File: config.mk
export PLATFORM = sky130hd
export DESIGN_NAME = sync_fifo_param
export DESIGN_NICKNAME = d
export VERILOG_FILES = /design/src/rtl/sync_fifo_param_pkg.sv /design/src/rtl/fifo_dp_ram.sv /design/src/rtl/sync_fifo_param.sv
export SDC_FILE = /design/constraint.sdc
export NUM_CORES = 1
export LEC_CHECK = 0
export ABC_AREA = 1
export ABC_CLOCK_PERIOD_IN_PS = 3020
export BUFFER_PORTS_ARGS = -buffer_cell sky130_fd_sc_hd__buf_4
export CORE_MARGIN = 2
export CORE_UTILIZATION = 50
export CTS_BUF_LIST = sky130_fd_sc_hd__clkbuf_8
export CTS_CLUSTER_DIAMETER = 120
export DETAILED_ROUTE_END_ITERATION = 10
export GPL_TIMING_DRIVEN = 1
export PLACE_DENSITY_LB_ADDON = 0.15
export SLEW_MARGIN = 20
export SYNTH_ARGS = -nofsm -noshare
export SYNTH_HDL_FRONTEND = slang
export SYNTH_SLANG_ARGS = --single-unit
File: constraint.sdc
create_clock -name clk -period 3.02 [get_ports clk]
set_input_delay 0.604 -clock clk [delete_from_list [all_inputs] [get_ports clk]]
set_output_delay 0.604 -clock clk [all_outputs]
set_load 0.005 [all_outputs]
File: src/rtl/sync_fifo_param_pkg.sv
// Shared constants and helpers for the parametrised synchronous FIFO family:
// default geometry, read-mode encodings and a constant-evaluable clog2.
package sync_fifo_param_pkg;

    localparam int FIFO_DEF_DATA_W = 8;
    localparam int FIFO_DEF_DEPTH  = 16;

    localparam int FIFO_MODE_REG   = 0;
    localparam int FIFO_MODE_FWFT  = 1;

    // Usable in parameter expressions; returns 0 for value <= 1.
    function automatic int fifo_clog2(input int value);
        int result;
        result = 0;
        for (int i = 0; i < 31; i++) begin
            if ((1 << i) < value) begin
                result = i + 1;
            end
        end
        return result;
    endfunction

endpackage

File: src/rtl/fifo_dp_ram.sv
// DEPTH x DATA_W storage: one synchronous write port, one asynchronous read port.
module fifo_dp_ram #(
    parameter int DATA_W = 8,
    parameter int DEPTH  = 16,
    parameter int ADDR_W = 4
) (
    input  logic              clk,
    input  logic              we,
    input  logic [ADDR_W-1:0] waddr,
    input  logic [DATA_W-1:0] wdata,
    input  logic [ADDR_W-1:0] raddr,
    output logic [DATA_W-1:0] rdata
);

    logic [DATA_W-1:0] mem [DEPTH];

    // NOTE: storage is deliberately not reset; a reset would force flops instead of RAM,
    // and the pointers alone define which entries are valid.
    always_ff @(posedge clk) begin
        if (we) begin
            mem[waddr] <= wdata;
        end
    end

    assign rdata = mem[raddr];

endmodule

File: src/rtl/sync_fifo_param.sv
// Parametrised single-clock FIFO with occupancy count, programmable almost flags,
// sticky error flags and selectable first-word-fall-through or registered read.
module sync_fifo_param
    import sync_fifo_param_pkg::*;
#(
    parameter int  DATA_W = FIFO_DEF_DATA_W,
    parameter int  DEPTH  = FIFO_DEF_DEPTH,
    parameter int  FWFT   = FIFO_MODE_FWFT,
    localparam int ADDR_W = fifo_clog2(DEPTH)
) (
    input  logic              clk,
    input  logic              rst,
    input  logic              wr_en,
    input  logic [DATA_W-1:0] wr_data,
    input  logic              rd_en,
    output logic [DATA_W-1:0] rd_data,
    output logic              rd_valid,
    input  logic [ADDR_W:0]   af_thresh,
    input  logic [ADDR_W:0]   ae_thresh,
    input  logic              clr_err,
    output logic [ADDR_W:0]   count,
    output logic              full,
    output logic              empty,
    output logic              almost_full,
    output logic              almost_empty,
    output logic              overflow,
    output logic              underflow
);

    localparam logic [ADDR_W:0] DEPTH_CNT = (ADDR_W + 1)'(DEPTH);

    // MSB of each pointer is the wrap bit; the low bits address the RAM.
    logic [ADDR_W:0]   wptr;
    logic [ADDR_W:0]   rptr;
    logic              wr_accept;
    logic              rd_accept;
    logic [DATA_W-1:0] ram_rdata;

    assign count        = wptr - rptr;
    assign full         = (count == DEPTH_CNT);
    assign empty        = (count == '0);
    // Thresholds above DEPTH fall out of the plain compares: af never reached, ae always met.
    assign almost_full  = (count >= af_thresh);
    assign almost_empty = (count <= ae_thresh);

    assign wr_accept = wr_en & ~full;
    assign rd_accept = rd_en & ~empty;

    // NOTE: sequential state uses non-blocking assignments so every flop samples
    // pre-edge values regardless of statement order.
    always_ff @(posedge clk or posedge rst) begin
        if (rst) begin
            wptr <= '0;
            rptr <= '0;
        end else begin
            if (wr_accept) begin
                wptr <= wptr + 1'b1;
            end
            if (rd_accept) begin
                rptr <= rptr + 1'b1;
            end
        end
    end

    // Error flags: a set condition on the same edge beats clr_err.
    always_ff @(posedge clk or posedge rst) begin
        if (rst) begin
            overflow  <= 1'b0;
            underflow <= 1'b0;
        end else begin
            if (wr_en & full) begin
                overflow <= 1'b1;
            end else if (clr_err) begin
                overflow <= 1'b0;
            end
            if (rd_en & empty) begin
                underflow <= 1'b1;
            end else if (clr_err) begin
                underflow <= 1'b0;
            end
        end
    end

    fifo_dp_ram #(
        .DATA_W (DATA_W),
        .DEPTH  (DEPTH),
        .ADDR_W (ADDR_W)
    ) u_ram (
        .clk   (clk),
        .we    (wr_accept),
        .waddr (wptr[ADDR_W-1:0]),
        .wdata (wr_data),
        .raddr (rptr[ADDR_W-1:0]),
        .rdata (ram_rdata)
    );

    if (FWFT == FIFO_MODE_FWFT) begin : g_fwft
        assign rd_data  = ram_rdata;
        assign rd_valid = ~empty;
    end else begin : g_reg
        logic [DATA_W-1:0] rd_data_q;
        logic              rd_valid_q;

        // rd_valid pulses once per accepted read; rd_data holds between reads.
        always_ff @(posedge clk or posedge rst) begin
            if (rst) begin
                rd_data_q  <= '0;
                rd_valid_q <= 1'b0;
            end else begin
                rd_valid_q <= rd_accept;
                if (rd_accept) begin
                    rd_data_q <= ram_rdata;
                end
            end
        end

        assign rd_data  = rd_data_q;
        assign rd_valid = rd_valid_q;
    end

endmodule

Word-level counts from Yosys, hierarchy flattened
Memory sizes are Yosys's and may differ from the RTL's.
Cells that the tools add are included.

word-level totals
  flip-flop bits (word level) = 12
  bits in latches = 0
  memory bits (writable) = 128
  ROM bits = 0
  input port bits = 23
  memories = 1

operators by class
  add/subtract/negate cells = 3
  multipliers = 0
  divide/modulo/power cells = 0
  $lt $le $gt $ge = 2
  equality and inequality tests = 1
  shifts and indexed selects = 0
  muxes and demuxes = 5
  bitwise operators = 6
  reduce and logical (&&, ||, !) cells = 3

memories
  name       depth  bits a word  read ports  clocked after memory_dff  write ports  line               source
  u_ram.mem  16     8            1           0                         1            fifo_dp_ram.sv:15  logic [DATA_W-1:0] mem [DEPTH];

operator list
  cell                   number
  $add A5 B1 Y5 const B  2
  $eq A5 B5 Y1 const B   1
  $ge A5 B5 Y1           1
  $le A5 B5 Y1           1
  $logic_not A5 Y1       1
  $mux W1                5
  $sub A5 B5 Y5          1
  $and A1 B1 Y1          4
  $reduce_bool A2 Y1     2
  $not A1 Y1             2

Depth between registers and ports, before layout
  depth after elaboration = 6
  gate-level depth with buffers = 16
  gate-level depth less buffers = 16

Modules after synthesis
A second synthesis with hierarchy kept.

second synthesis, totals
  cell total of the unflattened synthesis = 689
  area, all modules = 6660.1 um^2

modules (own cells, without submodules)
  module           instances  cells each  area each (um^2)  sequential area each (um^2)
  fifo_dp_ram      1          543         5606.6            3843.7
  sync_fifo_param  1          146         1053.5            300.3

Worst setup path before layout
No wires, ideal clock.

  path type = flip-flop to output port
  from = register rptr[1]
  to = output port almost_empty
  arrival = 2324 ps
  setup slack = 92 ps
  cell stages (with the launch flop) = 16
  cell sequence = dfrtp_1 > inv_1 > clkbuf_1 > fa_1 > nand2_1 > nand2_1 > a21oi_1 > nand2_1 > nand2_1 > inv_1 > ha_1 > nand3_1 > nand2_1 > inv_1 > nand3_1 > nand2_1

on the way
  cells in the longest elaborated chain, start to end = 2

ends and longest elaborated chain
  item                    line                   source
  start, declared         sync_fifo_param.sv:34  logic [ADDR_W:0] rptr;
  start signal, assigned  sync_fifo_param.sv:60  rptr <= rptr + 1'b1;
  $sub A5 B5 Y5           sync_fifo_param.sv:39  assign count = wptr - rptr;
  net count[4]            sync_fifo_param.sv:21  output logic [ADDR_W:0] count,
  $le A5 B5 Y1            sync_fifo_param.sv:44  assign almost_empty = (count <= ae_thresh);
  end, declared           sync_fifo_param.sv:25  output logic almost_empty,

The timed path passes the listed nets, and every way through them passes these cells.

Final worst setup path
  from = register rptr[0]
  to = output port almost_empty

on the way
  cells in the longest elaborated chain, start to end = 2

ends and longest elaborated chain
  item           line
  $sub A5 B5 Y5  sync_fifo_param.sv:39
  $le A5 B5 Y1   sync_fifo_param.sv:44

Every way passes these cells.

==> results_dict.tcl <==
set metrics [dict create \
    num_io_pins 43 \
    diodes 0 \
    drv_cap 0 \
    final_layout_size_suffix_gt1_share_pct 23.8 \
    dp.final_hpwl_mm 8.52 \
    crit_cells 15 \
    drc 0 \
    clock_latency_ns 0.42 \
    fin_skew_ns 0.0112 \
    rsz0062_at_grt "yes" \
    rows 40 \
    worst_slew_pin_slew_ns 0.658 \
    io_buffers 42 \
    cpPeakStageDelay_ns 0.41 \
    nets 659 \
    critPathTopFamily "adder cells" \
    synth_area_um2 6170 \
    vias 4351 \
    area_growth_pct 21.6 \
    power_density_nw_per_um2 1070 \
    wire_per_inst_um 18.5 \
    place.gp.congestion 0.826 \
    reg2regPathDepth 16 \
    crit_slowest_cell "dfrtp_2" \
    cts_made_buffers 17 \
    grtUsageTotal_pct 22.3 \
    grt_pass1_vias 4101 \
    fin_crit_ns 3.24 \
    report.final.setup_viol 3 \
    core_um2 12000 \
    r2r-start "wptr[0]" \
    synthArstFlopShare_pct 8.57 \
    hold_slack_ns 0.197 \
    detail-route-antenna-nets 0 \
    start_kind "register" \
    max_slew_margin_pct 56.0 \
    clk_pin_slew_ns 0.07 \
    power_mw 8.05 \
    cp_cell_sequence "buf_6 -> ha_4 -> inv_4 -> fa_2 -> nand2_2 -> buf_4 -> buf_4 -> inv_2 -> nor2_1 -> ha_1 -> a21oi_1 -> nand3b_1 -> nand3_2 -> nand2_2 -> buf_6" \
    hold_buffers 0 \
    synth_area_per_cell_um2 11.5 \
    ys_top_cells_by_count "128 x edfxtp_1, 87 x nor2_1, 71 x o21ai_0" \
    ys_warn_count 0 \
    arrival_ns 2.64 \
    setup_slack_ns -0.224 \
    synthFlopType "edfxtp_1" \
    multi_input_area_um2 1850 \
    cts_sinks 140 \
    clock_tree.buffer_depth 2 \
    cp-end-kind "output pin" \
    syn_inst 537 \
    antenna_found_initial 0 \
    worstHoldPathType "primary input to asynchronous set/reset pin" \
    die_area_um2 13200 \
    grt-ovfl-total 0 \
    wirelength_mm 14.4 \
    seq_area_um2 4150 \
    finalHoldViolCount 0 \
    grt_max_degree 69 \
    dp_slack_ns 0.0916 \
    reg2reg_to "u_ram.mem[1][6]" \
    grt_first_pass_wirelength_mm 21.8 \
    die_h_um 115 \
    synth-seq-cells 140 \
    ys_types 33 \
    path_buf_inv 6 \
    required_ns 2.42 \
    synth_fp_nets 577 \
    violations "setup timing" \
    htreeDepth 4 \
    ys_seq_area_share_pct 67.2 \
    fin_crit_sh_pct 107 \
    initial_core_util_pct 51.3 \
    synth_edf_count 128 \
    cp_max_fo 3 \
    drtIter0Drc 368 \
    cts_tree "done" \
    vias_per_cell 5.60 \
    drt_pass1_iterations 5 \
    synth_most_common_cell "edfxtp_1" \
    fillers 942 \
    yosys.area.top_type "edfxtp_1" \
    path_class "register to output pin" \
    p_leak_nw 2.84 \
    synth_top_area_share_pct 62.3 \
    die_x_um 115 \
    r2r_slack_ns 0.28 \
    ir_drop_mv 0.524 \
    slew_viol_final 0 \
    yosys-top-cells-area "edfxtp_1 62%, o21ai_0 5.8%, nor2_1 5.3%" \
    cts-root-buf "clkbuf_8" \
    post-route-util_pct 62.5 \
    status "finished, violations left" \
    max_freq_mhz 308 \
]
[metrics by stage]
stage	TNS [ns]	cell area, um2	instances
4_1_cts	-0.312	7320	768
3_3_place_gp	0	6770	727
2_1_floorplan	0	6170	537
3_5_place_dp	0	6770	727
6_report	-0.504	7500	777
5_1_grt	-1.14	7500	777
[how the worst max path moves through the flow]
stage	start	to	slack, ns
after CTS	rptr[0]	almost_empty	-0.18
after detailed placement	wptr[0]	almost_empty	0.09
final	rptr[0]	almost_empty	-0.22
after global placement	wptr[0]	almost_empty	0.20
after global routing	wptr[0]	almost_empty	-0.37
after floorplan	rptr[1]	almost_empty	0.09
[report_power, final]
group          switching, mW  internal (mW)  total, mW
clock                  0.670          0.885       1.55
combinational           2.28           1.77       4.04
sequential             0.104           2.35       2.45
[registers in the layout (all words and copies together) (netlist names)]
| signal | count |
|---|---|
| overflow | 1 |
| u_ram.mem | 128 |
| underflow | 1 |
| wptr | 5 |
| rptr | 5 |
[logic make-up (layout without fill, tap and decap cells)]
kind of cell | Yosys count | in the layout | synth area share [%]
AO/OA/AOI/OAI | 111 | 111 | 10.4
XOR/XNOR | 7 | 7 | 0.994
adder cells (fa/ha/maj) | 17 | 17 | 3.57
buffers and inverters | 64 | 157 | 4.24
flip-flops | 140 | 140 | 67.2
AND/OR/NAND/NOR | 198 | 198 | 13.6
[layout by cell type, fill, tap and decap left out, types with 4 or more instances in the layout]
cell type	n
o221ai_1	14
o21ai_0	67
dfrtp_1	11
nand3_1	26
edfxtp_1	128
xnor2_1	5
clkbuf_8	17
inv_1	32
bufinv_16	4
ha_1	12
nand2_2	12
ha_4	4
o22ai_1	18
buf_4	81
nor2_1	87
nand2_1	62
[layout make-up]
| class | instances | area share (%) |
|---|---|---|
| flip-flops and latches | 140 | 55.3 |
| clock inverters | 13 | 2.35 |
| inverters | 38 | 2.05 |
| clock buffers | 17 | 3.12 |
| repair buffers | 89 | 10.2 |
| well taps | 147 | 2.45 |
| multi-input cells | 333 | 24.6 |
[metal layers]
metal | share of wire [%] | GRT usage, %
met5 | 0 | 0
met4 | 1.3 | 6.75
met3 | 5.7 | 4.22
met2 | 49 | 36.6
met1 | 44 | 30.4
[repair_timing]
action	in CTS	in global routing
buffers inserted	11	7
endpoints found under the hold margin	0	0
gates cloned	0	2
resized for setup	17	18
setup endpoints to repair	10	13
pin swaps	2	14
Note: power is estimated with default switching activity, not from simulation.
